--- src/rtl/bf16_pkg.sv ---
// Shared BF16 definitions: field widths, special encodings, per-lane flags and operand classification.
package bf16_pkg;

    localparam int BF16_W = 16;
    localparam int EXP_W  = 8;
    localparam int MAN_W  = 7;
    localparam int BIAS   = 127;

    localparam logic [BF16_W-1:0] QNAN    = 16'h7FC0;
    localparam logic [BF16_W-1:0] POS_INF = 16'h7F80;

    typedef logic [BF16_W-1:0] bf16_t;

    typedef struct packed {
        logic invalid;
        logic overflow;
        logic underflow;
    } bf16_flags_t;

    // Result class decided in S1; it selects the special-case override applied in S3.
    typedef enum logic [1:0] {
        CLS_NORM,
        CLS_ZERO,
        CLS_INF,
        CLS_NAN
    } bf16_cls_t;

    // Subnormals (e=0, m!=0) classify as zero so they are flushed before the multiply.
    function automatic bf16_cls_t classify(input bf16_t x);
        bf16_cls_t cls;
        if (&x[BF16_W-2 -: EXP_W]) begin
            cls = (|x[MAN_W-1:0]) ? CLS_NAN : CLS_INF;
        end else if (x[BF16_W-2 -: EXP_W] == '0) begin
            cls = CLS_ZERO;
        end else begin
            cls = CLS_NORM;
        end
        return cls;
    endfunction

endpackage

--- src/rtl/bf16_mult_lane.sv ---
// One BF16 multiply lane: S1 unpack/multiply, S2 normalise/round, S3 pack/override into output registers.
module bf16_mult_lane
    import bf16_pkg::*;
(
    input  logic        clk,
    input  logic        rst_n,
    input  logic        s1_en_i,
    input  logic        s2_en_i,
    input  logic        s3_en_i,
    input  bf16_t       a_i,
    input  bf16_t       b_i,
    input  logic        trunc_i,
    output bf16_t       prod_o,
    output bf16_flags_t flags_o
);

    bf16_cls_t          cls_a, cls_b;
    logic               s1_sign_d, s1_sign_q;
    bf16_cls_t          s1_cls_d, s1_cls_q;
    logic signed [9:0]  s1_exp_d, s1_exp_q;
    logic [15:0]        s1_prod_d, s1_prod_q;

    always_comb begin
        cls_a     = classify(a_i);
        cls_b     = classify(b_i);
        s1_sign_d = a_i[15] ^ b_i[15];
        s1_exp_d  = $signed({2'b00, a_i[14:7]}) + $signed({2'b00, b_i[14:7]}) - 10'sd127;
        s1_prod_d = {8'h00, 1'b1, a_i[6:0]} * {8'h00, 1'b1, b_i[6:0]};
        if (cls_a == CLS_NAN || cls_b == CLS_NAN) begin
            s1_cls_d = CLS_NAN;
        end else if ((cls_a == CLS_INF && cls_b == CLS_ZERO) ||
                     (cls_b == CLS_INF && cls_a == CLS_ZERO)) begin
            s1_cls_d = CLS_NAN;
        end else if (cls_a == CLS_INF || cls_b == CLS_INF) begin
            s1_cls_d = CLS_INF;
        end else if (cls_a == CLS_ZERO || cls_b == CLS_ZERO) begin
            s1_cls_d = CLS_ZERO;
        end else begin
            s1_cls_d = CLS_NORM;
        end
    end

    logic               norm_hi, guard, sticky, round_up;
    logic [6:0]         man_pre;
    logic [7:0]         man_rnd;
    logic               s2_sign_q;
    bf16_cls_t          s2_cls_q;
    logic signed [9:0]  s2_exp_d, s2_exp_q;
    logic [6:0]         s2_man_q;

    // The 8x8 product of two 1.xxx significands lies in [1,4); bit 15 set means it needs a 1-bit shift.
    always_comb begin
        norm_hi  = s1_prod_q[15];
        man_pre  = norm_hi ? s1_prod_q[14:8] : s1_prod_q[13:7];
        guard    = norm_hi ? s1_prod_q[7]    : s1_prod_q[6];
        sticky   = norm_hi ? (|s1_prod_q[6:0]) : (|s1_prod_q[5:0]);
        round_up = !trunc_i && guard && (sticky || man_pre[0]);
        man_rnd  = {1'b0, man_pre} + {7'b0, round_up};
        s2_exp_d = s1_exp_q + $signed({9'b0, norm_hi}) + $signed({9'b0, man_rnd[7]});
    end

    bf16_t       prod_d, prod_q;
    bf16_flags_t flags_d, flags_q;

    always_comb begin
        flags_d = '0;
        prod_d  = '0;
        case (s2_cls_q)
            CLS_NAN: begin
                prod_d          = QNAN;
                flags_d.invalid = 1'b1;
            end
            CLS_INF:  prod_d = {s2_sign_q, POS_INF[14:0]};
            CLS_ZERO: prod_d = {s2_sign_q, 15'h0};
            default: begin
                if (s2_exp_q >= 10'sd255) begin
                    prod_d           = {s2_sign_q, POS_INF[14:0]};
                    flags_d.overflow = 1'b1;
                end else if (s2_exp_q <= 10'sd0) begin
                    prod_d            = {s2_sign_q, 15'h0};
                    flags_d.underflow = 1'b1;
                end else begin
                    prod_d = {s2_sign_q, s2_exp_q[7:0], s2_man_q};
                end
            end
        endcase
    end

    always_ff @(posedge clk or negedge rst_n) begin
        if (!rst_n) begin
            s1_sign_q <= 1'b0;
            s1_cls_q  <= CLS_ZERO;
            s1_exp_q  <= '0;
            s1_prod_q <= '0;
            s2_sign_q <= 1'b0;
            s2_cls_q  <= CLS_ZERO;
            s2_exp_q  <= '0;
            s2_man_q  <= '0;
            prod_q    <= '0;
            flags_q   <= '0;
        end else begin
            if (s1_en_i) begin
                s1_sign_q <= s1_sign_d;
                s1_cls_q  <= s1_cls_d;
                s1_exp_q  <= s1_exp_d;
                s1_prod_q <= s1_prod_d;
            end
            if (s2_en_i) begin
                s2_sign_q <= s1_sign_q;
                s2_cls_q  <= s1_cls_q;
                s2_exp_q  <= s2_exp_d;
                s2_man_q  <= man_rnd[6:0];
            end
            if (s3_en_i) begin
                prod_q  <= prod_d;
                flags_q <= flags_d;
            end
        end
    end

    assign prod_o  = prod_q;
    assign flags_o = flags_q;

endmodule

--- src/rtl/bf16_mult_pipe.sv ---
// Multi-lane 3-stage BF16 multiplier with valid/ready flow control; tag and rounding mode ride with each beat.
module bf16_mult_pipe
    import bf16_pkg::*;
#(
    parameter int NUM_LANES = 4,
    parameter int TAG_W     = 8
) (
    input  logic                    CLK,
    input  logic                    rst_n,
    input  logic                    in_valid,
    output logic                    in_ready,
    input  logic [16*NUM_LANES-1:0] in_A,
    input  logic [16*NUM_LANES-1:0] in_B,
    input  logic [TAG_W-1:0]        in_tag,
    input  logic                    rnd_mode,
    output logic                    out_valid,
    input  logic                    out_ready,
    output logic [16*NUM_LANES-1:0] out_O,
    output logic [TAG_W-1:0]        out_tag,
    output logic [3*NUM_LANES-1:0]  out_flags
);

    logic             v1_q, v2_q, v3_q;
    logic             v1_d, v2_d, v3_d;
    logic             rdy1, rdy2, rdy3;
    logic             ld1, ld2, ld3;
    logic [TAG_W-1:0] tag1_q, tag2_q, tag3_q;
    logic             mode1_q;

    // A stage may load whenever it is empty or its content moves on this cycle, so bubbles collapse.
    always_comb begin
        rdy3 = out_ready || !v3_q;
        rdy2 = !v2_q || rdy3;
        rdy1 = !v1_q || rdy2;
        ld1  = rdy1 && in_valid;
        ld2  = rdy2 && v1_q;
        ld3  = rdy3 && v2_q;
        v1_d = rdy1 ? in_valid : v1_q;
        v2_d = rdy2 ? v1_q     : v2_q;
        v3_d = rdy3 ? v2_q     : v3_q;
    end

    always_ff @(posedge CLK or negedge rst_n) begin
        if (!rst_n) begin
            v1_q    <= 1'b0;
            v2_q    <= 1'b0;
            v3_q    <= 1'b0;
            tag1_q  <= '0;
            tag2_q  <= '0;
            tag3_q  <= '0;
            mode1_q <= 1'b0;
        end else begin
            v1_q <= v1_d;
            v2_q <= v2_d;
            v3_q <= v3_d;
            if (ld1) begin
                tag1_q  <= in_tag;
                mode1_q <= rnd_mode;
            end
            if (ld2) tag2_q <= tag1_q;
            if (ld3) tag3_q <= tag2_q;
        end
    end

    genvar gi;
    generate
        for (gi = 0; gi < NUM_LANES; gi++) begin : g_lane
            bf16_mult_lane u_lane (
                .clk     (CLK),
                .rst_n   (rst_n),
                .s1_en_i (ld1),
                .s2_en_i (ld2),
                .s3_en_i (ld3),
                .a_i     (in_A[16*gi +: 16]),
                .b_i     (in_B[16*gi +: 16]),
                .trunc_i (mode1_q),
                .prod_o  (out_O[16*gi +: 16]),
                .flags_o (out_flags[3*gi +: 3])
            );
        end
    endgenerate

    assign in_ready  = rdy1;
    assign out_valid = v3_q;
    assign out_tag   = tag3_q;

endmodule

--- config.mk ---
export PLATFORM = sky130hd
export DESIGN_NAME = bf16_mult_pipe
export DESIGN_NICKNAME = d
export VERILOG_FILES = /design/src/rtl/bf16_pkg.sv /design/src/rtl/bf16_mult_lane.sv /design/src/rtl/bf16_mult_pipe.sv
export SDC_FILE = /design/constraint.sdc
export NUM_CORES = 1
export LEC_CHECK = 0
export CORE_ASPECT_RATIO = 0.9
export CORE_MARGIN = 1.5
export CORE_UTILIZATION = 45
export DETAILED_ROUTE_END_ITERATION = 16
export DONT_BUFFER_PORTS = 1
export HOLD_SLACK_MARGIN = 0.02
export PLACE_DENSITY = 0.58
export SLEW_MARGIN = 20
export SYNTH_ARGS = -nofsm -noshare
export SYNTH_HDL_FRONTEND = slang
export SYNTH_SLANG_ARGS = --single-unit
--- constraint.sdc ---
create_clock -name CLK -period 4.3 [get_ports CLK]
set_input_delay 0.43 -clock CLK [delete_from_list [all_inputs] [get_ports CLK]]
set_output_delay 0.43 -clock CLK [all_outputs]
set_load 0.02 [all_outputs]
# Word-level counts from Yosys, hierarchy flattened
# Cells that the tools add are included.
# W data, S select, Z words.
[totals]
regBits = 300
input_bits = 141
output_inout_bits = 86
elab_cells = 293
[op_classes]
order_cmp = 8
n_reduce_logical = 82
multipliers = 4
add_sub_neg = 20
n_eq_ne = 36
bitwise_logic = 4
muxes = 84
[op_table]
columns = ["operator", "n"]
rows = [
  ["$pmux W16 S3", 4],
  ["$mux W15", 8],
  ["$reduce_or A7 Y1", 12],
  ["$add A10 B2 Y10", 8],
  ["$logic_not A8 Y1", 8],
  ["$mul A8 B8 Y16", 4],
  ["$reduce_and A8 Y1", 8],
  ["$eq A2 B2 Y1 const B", 24],
  ["$mux W2", 24],
  ["$mux W1", 44],
  ["$ge A10 B9 Y1 const B", 4],
  ["$le A10 B1 Y1 const B", 4],
  ["$sub A10 B8 Y10 const B", 4],
  ["$add A8 B8 Y9", 4],
  ["$add A7 B1 Y8", 4],
  ["$mux W7", 4],
  ["$eq A2 B1 Y1 const B", 12],
  ["$reduce_or A6 Y1", 4],
  ["$logic_or A1 B1 Y1", 23],
  ["$logic_and A1 B1 Y1", 19],
  ["$reduce_or A3 Y1", 4],
  ["$logic_not A1 Y1", 4],
  ["$xor A1 B1 Y1", 4],
]

# Longest topological paths before layout
# Gate-level depths: netlist (run 1).
[logic_depth]
depth_word = 9
depth_mapped = 17
ltp_nobuf = 17

# Cells and area by module
# From an unflattened synthesis (run 1), not the netlist that was laid out.
[hier_totals]
cells_unflattened = 2447
area_unflattened_um2 = 23726.5
[modules_own_cells]
columns = ["mod", "area_per_inst_um2", "n_inst", "cells_per_inst", "seq_area_each_um2"]
rows = [
  ["bf16_mult_lane (g_lane[3].u_lane)", 5776.8, 1, 615, 1704.1],
  ["bf16_mult_lane (g_lane[2].u_lane)", 5773.0, 1, 612, 1704.1],
  ["bf16_mult_lane (g_lane[0].u_lane)", 5556.6, 1, 577, 1704.1],
  ["bf16_mult_lane (g_lane[1].u_lane)", 5555.3, 1, 578, 1704.1],
  ["bf16_mult_pipe", 1064.8, 1, 65, 700.7],
]

# Worst setup path before layout (run 1)
# No wires, ideal clock.
[synth_timing]
kind = "input to register"
start = "in in_A[3]"
end = "reg g_lane[0].u_lane.s1_prod_q[15]"
setup_time_ns = 0.087
path_stages = 16
t_required_ns = 4.213
arrival_time_ns = 4.198
slack_ns = 0.015
path_buffers = 1
path_cell_list = "clkbuf_1 nand2_1 fa_1 inv_1 fa_1 fa_1 inv_1 fa_1 inv_1 ha_1 o21ai_0 nand2b_1 a21oi_1 a211oi_1 or4_1 o211ai_1"
[synth_between]
elab_chain_cells = 1
[synth_rtl]
columns = ["item", "line", "rtl"]
rows = [
  ["start, declared", "bf16_mult_pipe.sv:12", "input logic [16*NUM_LANES-1:0] in_A,"],
  ["$mul A8 B8 Y16", "bf16_mult_lane.sv:28", "s1_prod_d = {8'h00, 1'b1, a_i[6:0]} * {8'h00, 1'b1, b_i[6:0]};"],
  ["end signal, assigned", "bf16_mult_lane.sv:106", "s1_prod_q <= s1_prod_d;"],
  ["end, declared", "bf16_mult_lane.sv:21", "logic [15:0] s1_prod_d, s1_prod_q;"],
]
# No other way between the ends.
# A chain may end at the register's enable or synchronous reset.

# Final worst setup path (run 1)
[layout_timing]
start = "in in_B[36]"
end = "reg g_lane[2].u_lane.s1_prod_q[12]"
[layout_between]
elab_chain_cells = 1
[layout_rtl]
columns = ["item", "line", "rtl"]
rows = [
  ["start, declared", "bf16_mult_pipe.sv:13", "input logic [16*NUM_LANES-1:0] in_B,"],
  ["$mul A8 B8 Y16", "bf16_mult_lane.sv:28", ""],
  ["end signal, assigned", "bf16_mult_lane.sv:106", ""],
  ["end, declared", "bf16_mult_lane.sv:21", ""],
]
# No other way between the ends.

==> results of run 1 <==
==> final timing paths <==
kind	depth (start not counted)	to	slack, ns
hold / removal	0	g_lane[2].u_lane.s2_man_q[0]	-0.39
setup reg to reg	11	g_lane[1].u_lane.s2_exp_q[7]	0.91
setup / recovery	16	g_lane[2].u_lane.s1_prod_q[12]	0.50
hold reg to reg	2	g_lane[0].u_lane.s1_prod_q[0]	0.46
min in group CLK	2	g_lane[0].u_lane.s1_prod_q[0]	0.05
max in group asynchronous	0	g_lane[0].u_lane.flags_o[1]	4.00
==> power groups by stage <==
stage                     Combinational (mW)  Clock, mW  Sequential [mW]
after floorplan                         4.42          0             4.69
after global placement                  5.51          0             5.14
after detailed placement                5.61          0             5.18
after CTS                               5.67       3.13             5.13
after global routing                    6.46       3.25             5.28
final                                   5.59       3.03             5.12
==> per-layer routing <==
layer  routed length, um  global-route usage (%)
met5                  11                       0
met4                 940                   4.362
met3                3740                   5.264
met2               25800                   34.49
met1               28510                   31.45
==> per-stage QoR <==
step	utilization (%)	instance area (um2)	power (mW)	hold slack [ns]	setup slack [ns]
6_report	49.75	25770	13.75	-0.3917	0.5039
5_1_grt	49.75	25770	14.99	-0.4247	0.2374
4_1_cts	49.75	25770	13.94	-0.4302	0.5109
3_5_place_dp	47.26	24480	10.79	0.1533	-0.05046
3_3_place_gp	47.26	24480	10.66	0.1534	-0.01789
2_1_floorplan	-	23610	9.110	0.1344	0.01520
==> area by class of cell <==
| class | count | area [um2] | area share [%] |
|---|---|---|---|
| multi-input cells | 1962 | 14700 | 57.05 |
| flip-flops and latches | 300 | 7517 | 29.17 |
| inverters | 291 | 1092 | 4.239 |
| clock buffers | 54 | 1061 | 4.118 |
| well taps | 688 | 860.8 | 3.341 |
| repair buffers | 47 | 417.9 | 1.622 |
| clock inverters | 11 | 118.9 | 0.4613 |
==> worst max-delay path, stage by stage <==
cell and delay [ns]:
sky130_fd_sc_hd__and2_1 0.15, sky130_fd_sc_hd__fa_1 0.54, sky130_fd_sc_hd__inv_1 0.06, sky130_fd_sc_hd__fa_1 0.49, sky130_fd_sc_hd__inv_1 0.06, sky130_fd_sc_hd__fa_1 0.53
sky130_fd_sc_hd__inv_1 0.05, sky130_fd_sc_hd__fa_1 0.52, sky130_fd_sc_hd__inv_1 0.04, sky130_fd_sc_hd__ha_1 0.29, sky130_fd_sc_hd__o21ai_0 0.18, sky130_fd_sc_hd__a21boi_0 0.15
sky130_fd_sc_hd__and3_1 0.20, sky130_fd_sc_hd__a211oi_1 0.26, sky130_fd_sc_hd__xor2_1 0.16, sky130_fd_sc_hd__o21ai_0 0.08
==> cells by family after synthesis <==
group	synth area share (%)
AND/OR/NAND/NOR	18.76
AO/OA/AOI/OAI	14.52
buffers and inverters	6.003
adder cells (fa/ha/maj)	22.64
flip-flops	31.83
XOR/XNOR	4.451
multiplexers	1.796
==> placed cells by master (no fill, tap or decap), drive strengths merged, types with 58 or more instances in the layout <==
cell,n
o21ai,189
nand2,428
dfrtp,292
ha,184
a21oi,79
xor2,62
and2,132
nor2,130
inv,291
xnor2,58
fa,152
==> state kept, by name (all words and copies together), names as in the netlist, 12 cells and up <==
| register | cells |
|---|---|
| g_lane.u_lane.s1_exp_q | 40 |
| g_lane.u_lane.s2_man_q | 28 |
| g_lane.u_lane.prod_o | 64 |
| g_lane.u_lane.s1_prod_q | 64 |
| g_lane.u_lane.s2_exp_q | 40 |
| g_lane.u_lane.flags_o | 12 |
==> results.json, run 1 <==
{
  "cts.repair_timing.setup_buffer_count": 0,
  "wirelength_um": 59000,
  "wire_per_inst_um": 17.60,
  "clk-insertion-delay-late_ns": 0.54,
  "fin_worst_skew_ns": 0.02552,
  "die_height_um": 220.3,
  "ioPinCount": 227,
  "setup.worst_path.class": "input port to flop",
  "ctsLongestPathBuffers": 3,
  "rsz_0062_raised_after_global_routing": "false",
  "crit_path_end_kind": "flop",
  "synth.ff_latch_count": 300,
  "ctsHoldBuffers": 11,
  "avgViaCountPerCell": 5.389,
  "total_leakage_power_nw": 12.12,
  "cts.sinks": 300,
  "ant_nets": 0,
  "synth_area_per_cell_um2": 8.958,
  "globalplace.congestion": 0.8960,
  "yosys_most_used_dff": "sky130_fd_sc_hd__dfrtp_1",
  "synth.yosys.warnings": 0,
  "cts.reportedPaths.clkPinSlew_ns": 0.06,
  "num_antenna_cells": 0,
  "rows": 79,
  "path_max_fanout": 9,
  "synth-seq-area-share_pct": 31.83,
  "total_count_of_max_transition_violations_in_the_final_report": 0,
  "post-synth-top-count-cell": "sky130_fd_sc_hd__nand2_1",
  "post_layout_nonfiller_instances": 3353,
  "global_route_wire_length_before_repair_um": 95830,
  "critPathLaunchType": "input port",
  "synthesis.nets": 3113,
  "crit_path_start": "in_B[36]",
  "outcome": "finished, violations left",
  "min_path_type": "input port to async pin",
  "tritoncts_clock_tree": "done",
  "initial_antenna_violation_count": 1,
  "placeableCoreArea_mm2": 0.05179,
  "layout_cell_share_with_drive_strength_beyond_1_pct": 5.441,
  "place_hpwl_um": 46310,
  "timing.max_cap.violations": 0,
  "arrival_ns": 4.21,
  "power-per-cell-area_mw_per_mm2": 533.6,
  "hold_slack_ns": -0.3917,
  "layout.filler_cells": 5011,
  "cts.repair.resized": 0,
  "library_cells_used_by_synthesis": 70,
  "worstMarginPinSlew_ns": 1.045,
  "final-setup-viol-count": 0,
  "power.sequential.fraction_pct": 37.3,
  "grt.overflow.total": 0,
  "chipWidth_um": 244.5,
  "first_global_vias": 18110,
  "synth_top_cell_by_area": "sky130_fd_sc_hd__dfrtp_1",
  "async_flop_share_pct": 100.0,
  "synthToLayoutAreaGrowth_pct": 9.119,
  "numCtsBuffers": 37,
  "die-area_mm2": 0.05386,
  "largest_net_degree_at_the_start_of_global_routing": 301,
  "via_count": 18070,
  "floorplan.initialDensity_pct": 45.59,
  "final.period_utilization_pct": 88.28,
  "synth_top_cell_area_share_pct": 30.94,
  "crit_required_ns": 4.71,
  "fin_setup_tns_ns": 0,
  "max_slew_margin_pct": 29.78,
  "period_minus_slack_ns": 3.796,
  "regToRegStartpoint": "g_lane[1].u_lane.s1_prod_q[15]",
  "final_net_count": 3116,
  "clock_root_cell": "sky130_fd_sc_hd__clkbuf_16",
  "combPwrFrac_pct": 40.7,
  "number_of_standard_cells_after_synthesis": 2636,
  "ys_top_cells_by_count": "428 x sky130_fd_sc_hd__nand2_1, 292 x sky130_fd_sc_hd__dfrtp_1, 291 x sky130_fd_sc_hd__inv_1",
  "p_switching_mw": 5.600,
  "synth_area_mm2": 0.02361,
  "drt_pre_antenna_iters": 5,
  "drtIter0Drc": 1144,
  "globalRouteTotalUtil_pct": 22.12,
  "maxClockFrequency_ghz": 0.2634,
  "vdd.ir_drop.worst_mv": 0.3080,
  "violations": "hold timing",
  "power_frac_clock_pct": 22.1,
  "clock_tree.htree_level_count": 2,
  "report.final.hold_viol_count": 293,
  "post-route-drc-count": 0,
  "buffer_ports.inserted": 0,
  "netlist_top_cells_area": "sky130_fd_sc_hd__dfrtp_1 31%, sky130_fd_sc_hd__fa_1 13%, sky130_fd_sc_hd__ha_1 9.7%, sky130_fd_sc_hd__nand2_1 6.8%, sky130_fd_sc_hd__inv_1 4.6%",
  "placed_cells_incl_taps": 3277,
  "p_sw_share_pct": 40.73,
  "intPower_mw": 8.149,
  "synth-edff-count": 0
}
(Power assumes the default switching activity.)
==> run 2, diff against run 1 <==
--- a/config.mk
+++ b/config.mk
@@ -6,12 +6,11 @@
 export NUM_CORES = 1
 export LEC_CHECK = 0
 export CORE_ASPECT_RATIO = 0.9
-export CORE_MARGIN = 1.5
-export CORE_UTILIZATION = 45
+export CORE_MARGIN = 8
+export CORE_UTILIZATION = 50
 export DETAILED_ROUTE_END_ITERATION = 16
 export DONT_BUFFER_PORTS = 1
 export HOLD_SLACK_MARGIN = 0.02
-export PLACE_DENSITY = 0.58
 export SLEW_MARGIN = 20
 export SYNTH_ARGS = -nofsm -noshare
 export SYNTH_HDL_FRONTEND = slang
==> run 2 against run 1 <==
Against the previous run:
- the run still ends with hold timing left
- final area about the same
- setup slack got worse by 0.019 ns
- global-route usage is 0.70 points lower
- final cell count decreased by 2.0%
- maximum frequency is 0.51% lower
- total power grew 0.45%
- first-iteration DRC count fell by 3.1%
==> results.json, run 2 (synthesized netlist as in run 1, its figures left out) <==
{
  "synthToLayoutAreaGrowth_pct": 9.034,
  "cts.repair_timing.setup_buffer_count": 0,
  "wire_per_inst_um": 17.77,
  "ant_nets": 0,
  "min_path_type": "input port to async pin",
  "max_slew_margin_pct": 36.61,
  "avgViaCountPerCell": 5.519,
  "final_net_count": 3119,
  "period_minus_slack_ns": 3.816,
  "via_count": 18140,
  "die_height_um": 222.2,
  "total_leakage_power_nw": 12.14,
  "outcome": "finished, violations left",
  "arrival_ns": 4.22,
  "cts.repair.resized": 0,
  "grt.overflow.total": 0,
  "hold_slack_ns": -0.4110,
  "setup.worst_path.class": "input port to flop",
  "rsz_0062_raised_after_global_routing": "false",
  "place_hpwl_um": 46320,
  "critPathLaunchType": "input port",
  "violations": "hold timing",
  "buffer_ports.inserted": 0,
  "fin_worst_skew_ns": 0.02625,
  "postLayoutCellArea_mm2": 0.02575,
  "initial_antenna_violation_count": 1,
  "wirelength_um": 58390,
  "cp_slowest_cell": "sky130_fd_sc_hd__fa_1",
  "floorplan.initialDensity_pct": 50.63,
  "placement.cell_area_mm2": 0.02441,
  "globalplace.congestion": 0.8881,
  "drtIter0Drc": 1108,
  "final.period_utilization_pct": 88.73,
  "worstPathBufferInverterCount": 4,
  "maxClockFrequency_ghz": 0.2621,
  "max_stage_delay_ns": 0.54,
  "clock_root_cell": "sky130_fd_sc_hd__clkbuf_16",
  "layout.filler_cells": 4325,
  "clock_tree.htree_level_count": 2,
  "timing.max_cap.violations": 0,
  "globalRouteTotalUtil_pct": 21.42,
  "die-area_mm2": 0.05445,
  "post_layout_nonfiller_instances": 3286,
  "post-route-util_pct": 55.21,
  "worstMarginPinSlew_ns": 0.9436,
  "ctsLongestPathBuffers": 3,
  "post-route-drc-count": 0,
  "final-setup-viol-count": 0,
  "power-per-cell-area_mw_per_mm2": 536.4,
  "rows": 75,
  "chipWidth_um": 245.1,
  "global_route_wire_length_before_repair_um": 96810,
  "ioPinCount": 227,
  "vdd.ir_drop.worst_mv": 0.2737,
  "cts.sinks": 300,
  "clk-insertion-delay-late_ns": 0.54,
  "leading_cell_types_in_the_layout_fill_and_taps_excluded": "425 x sky130_fd_sc_hd__nand2_1, 292 x sky130_fd_sc_hd__dfrtp_1, 291 x sky130_fd_sc_hd__inv_1",
  "worst_path_dominant_cell_family": "adder cells",
  "placed_cells_incl_taps": 3208,
  "crit_path_end_kind": "flop",
  "crit_required_ns": 4.70,
  "numCtsBuffers": 37,
  "total_count_of_max_transition_violations_in_the_final_report": 0,
  "drt_pre_antenna_iters": 5,
  "cts.reportedPaths.clkPinSlew_ns": 0.06,
  "layout_commonest_cell": "sky130_fd_sc_hd__nand2_1",
  "num_antenna_cells": 0,
  "critical_path.cell_chain": "and2_1, fa_1, inv_1, fa_1, inv_1, fa_1, inv_1, fa_1, inv_1, ha_1, o21ai_0, a21boi_0, and3_1, a211oi_1, xor2_1, o21ai_0",
  "ctsHoldBuffers": 11,
  "placeableCoreArea_mm2": 0.04664,
  "tritoncts_clock_tree": "done",
  "first_global_vias": 18120,
  "path_max_fanout": 9,
  "layout_cell_share_with_drive_strength_beyond_1_pct": 5.805,
  "largest_net_degree_at_the_start_of_global_routing": 301,
  "report.final.hold_viol_count": 293
}
run 2: cell count changes in the layout (fill, tap and decap cells not counted), sizes merged:
| cell | delta |
|---|---|
| clkbuf | -5 |
| clkinvlp | +5 |
| inv | +2 |
| buf | +3 |
run 2: final timing paths:
| path | cells past startpoint | end | from | slack (ns) |
|---|---|---|---|---|
| min in group CLK | 2 | g_lane[3].u_lane.s1_prod_q[0] | in_A[48] | 0.04 |
| hold / removal | 0 | out_tag[7] | rst_n | -0.41 |
| hold reg to reg | 2 | g_lane[2].u_lane.s1_cls_q[1] | g_lane[2].u_lane.s1_cls_q[1] | 0.46 |
| setup / recovery | 16 | g_lane[2].u_lane.s1_prod_q[12] | in_B[36] | 0.48 |
| setup reg to reg | 11 | g_lane[1].u_lane.s2_exp_q[7] | g_lane[1].u_lane.s1_prod_q[15] | 0.85 |
| max in group asynchronous | 0 | g_lane[3].u_lane.prod_o[5] | rst_n | 3.97 |
run 2: metal layers:
layer	track usage [%]	vias up	wire, um
met4	4.822	0	1127
met3	5.154	60	3995
met1	30.11	8750	27320
li1	-	8977	-
met2	33.14	349	25940
met5	0	-	0
run 2: worst reg2reg max path, stage by stage (launching register included):
cell and delay, ns:
sky130_fd_sc_hd__dfrtp_1 0.59, sky130_fd_sc_hd__nand2b_1 0.30, sky130_fd_sc_hd__a211oi_1 0.44, sky130_fd_sc_hd__nand3_1 0.18, sky130_fd_sc_hd__or3b_2 0.52, sky130_fd_sc_hd__fa_1 0.38
sky130_fd_sc_hd__inv_1 0.08, sky130_fd_sc_hd__and3_1 0.18, sky130_fd_sc_hd__and2_1 0.17, sky130_fd_sc_hd__nand2_1 0.09, sky130_fd_sc_hd__xnor2_1 0.15, sky130_fd_sc_hd__mux2_2 0.26
run 2: report_power, final:
group / total [mW] / switching [mW] / internal [mW]
registers: 5.12 / 1.36 / 3.76
logic: 5.62 / 3.04 / 2.58
clock network: 3.07 / 1.23 / 1.85
total: 13.8 / 5.62 / 8.19
run 2: area by class of cell:
class | instances | area [um2] | share of cell area [%]
Sequential cell | 300 | 7517 | 29.20
Clock inverter | 18 | 185.2 | 0.7192
Inverter | 291 | 1092 | 4.242
Timing Repair Buffer | 50 | 440.4 | 1.711
Tap cell | 616 | 770.7 | 2.993
Multi-Input combinational cell | 1962 | 14700 | 57.09
Clock buffer | 49 | 1042 | 4.048
run 2: through the flow:
stage	setup slack [ns]	hold slack (ns)	TNS (ns)	total power, mW
after global routing	0.2725	-0.4373	0	15.05
after floorplan	0.01520	0.1344	0	9.110
final	0.4844	-0.4110	0	13.81
after global placement	-0.01108	0.1427	-0.01108	10.67
after CTS	0.5203	-0.4317	0	13.97
after detailed placement	-0.03847	0.1460	-0.06195	10.80
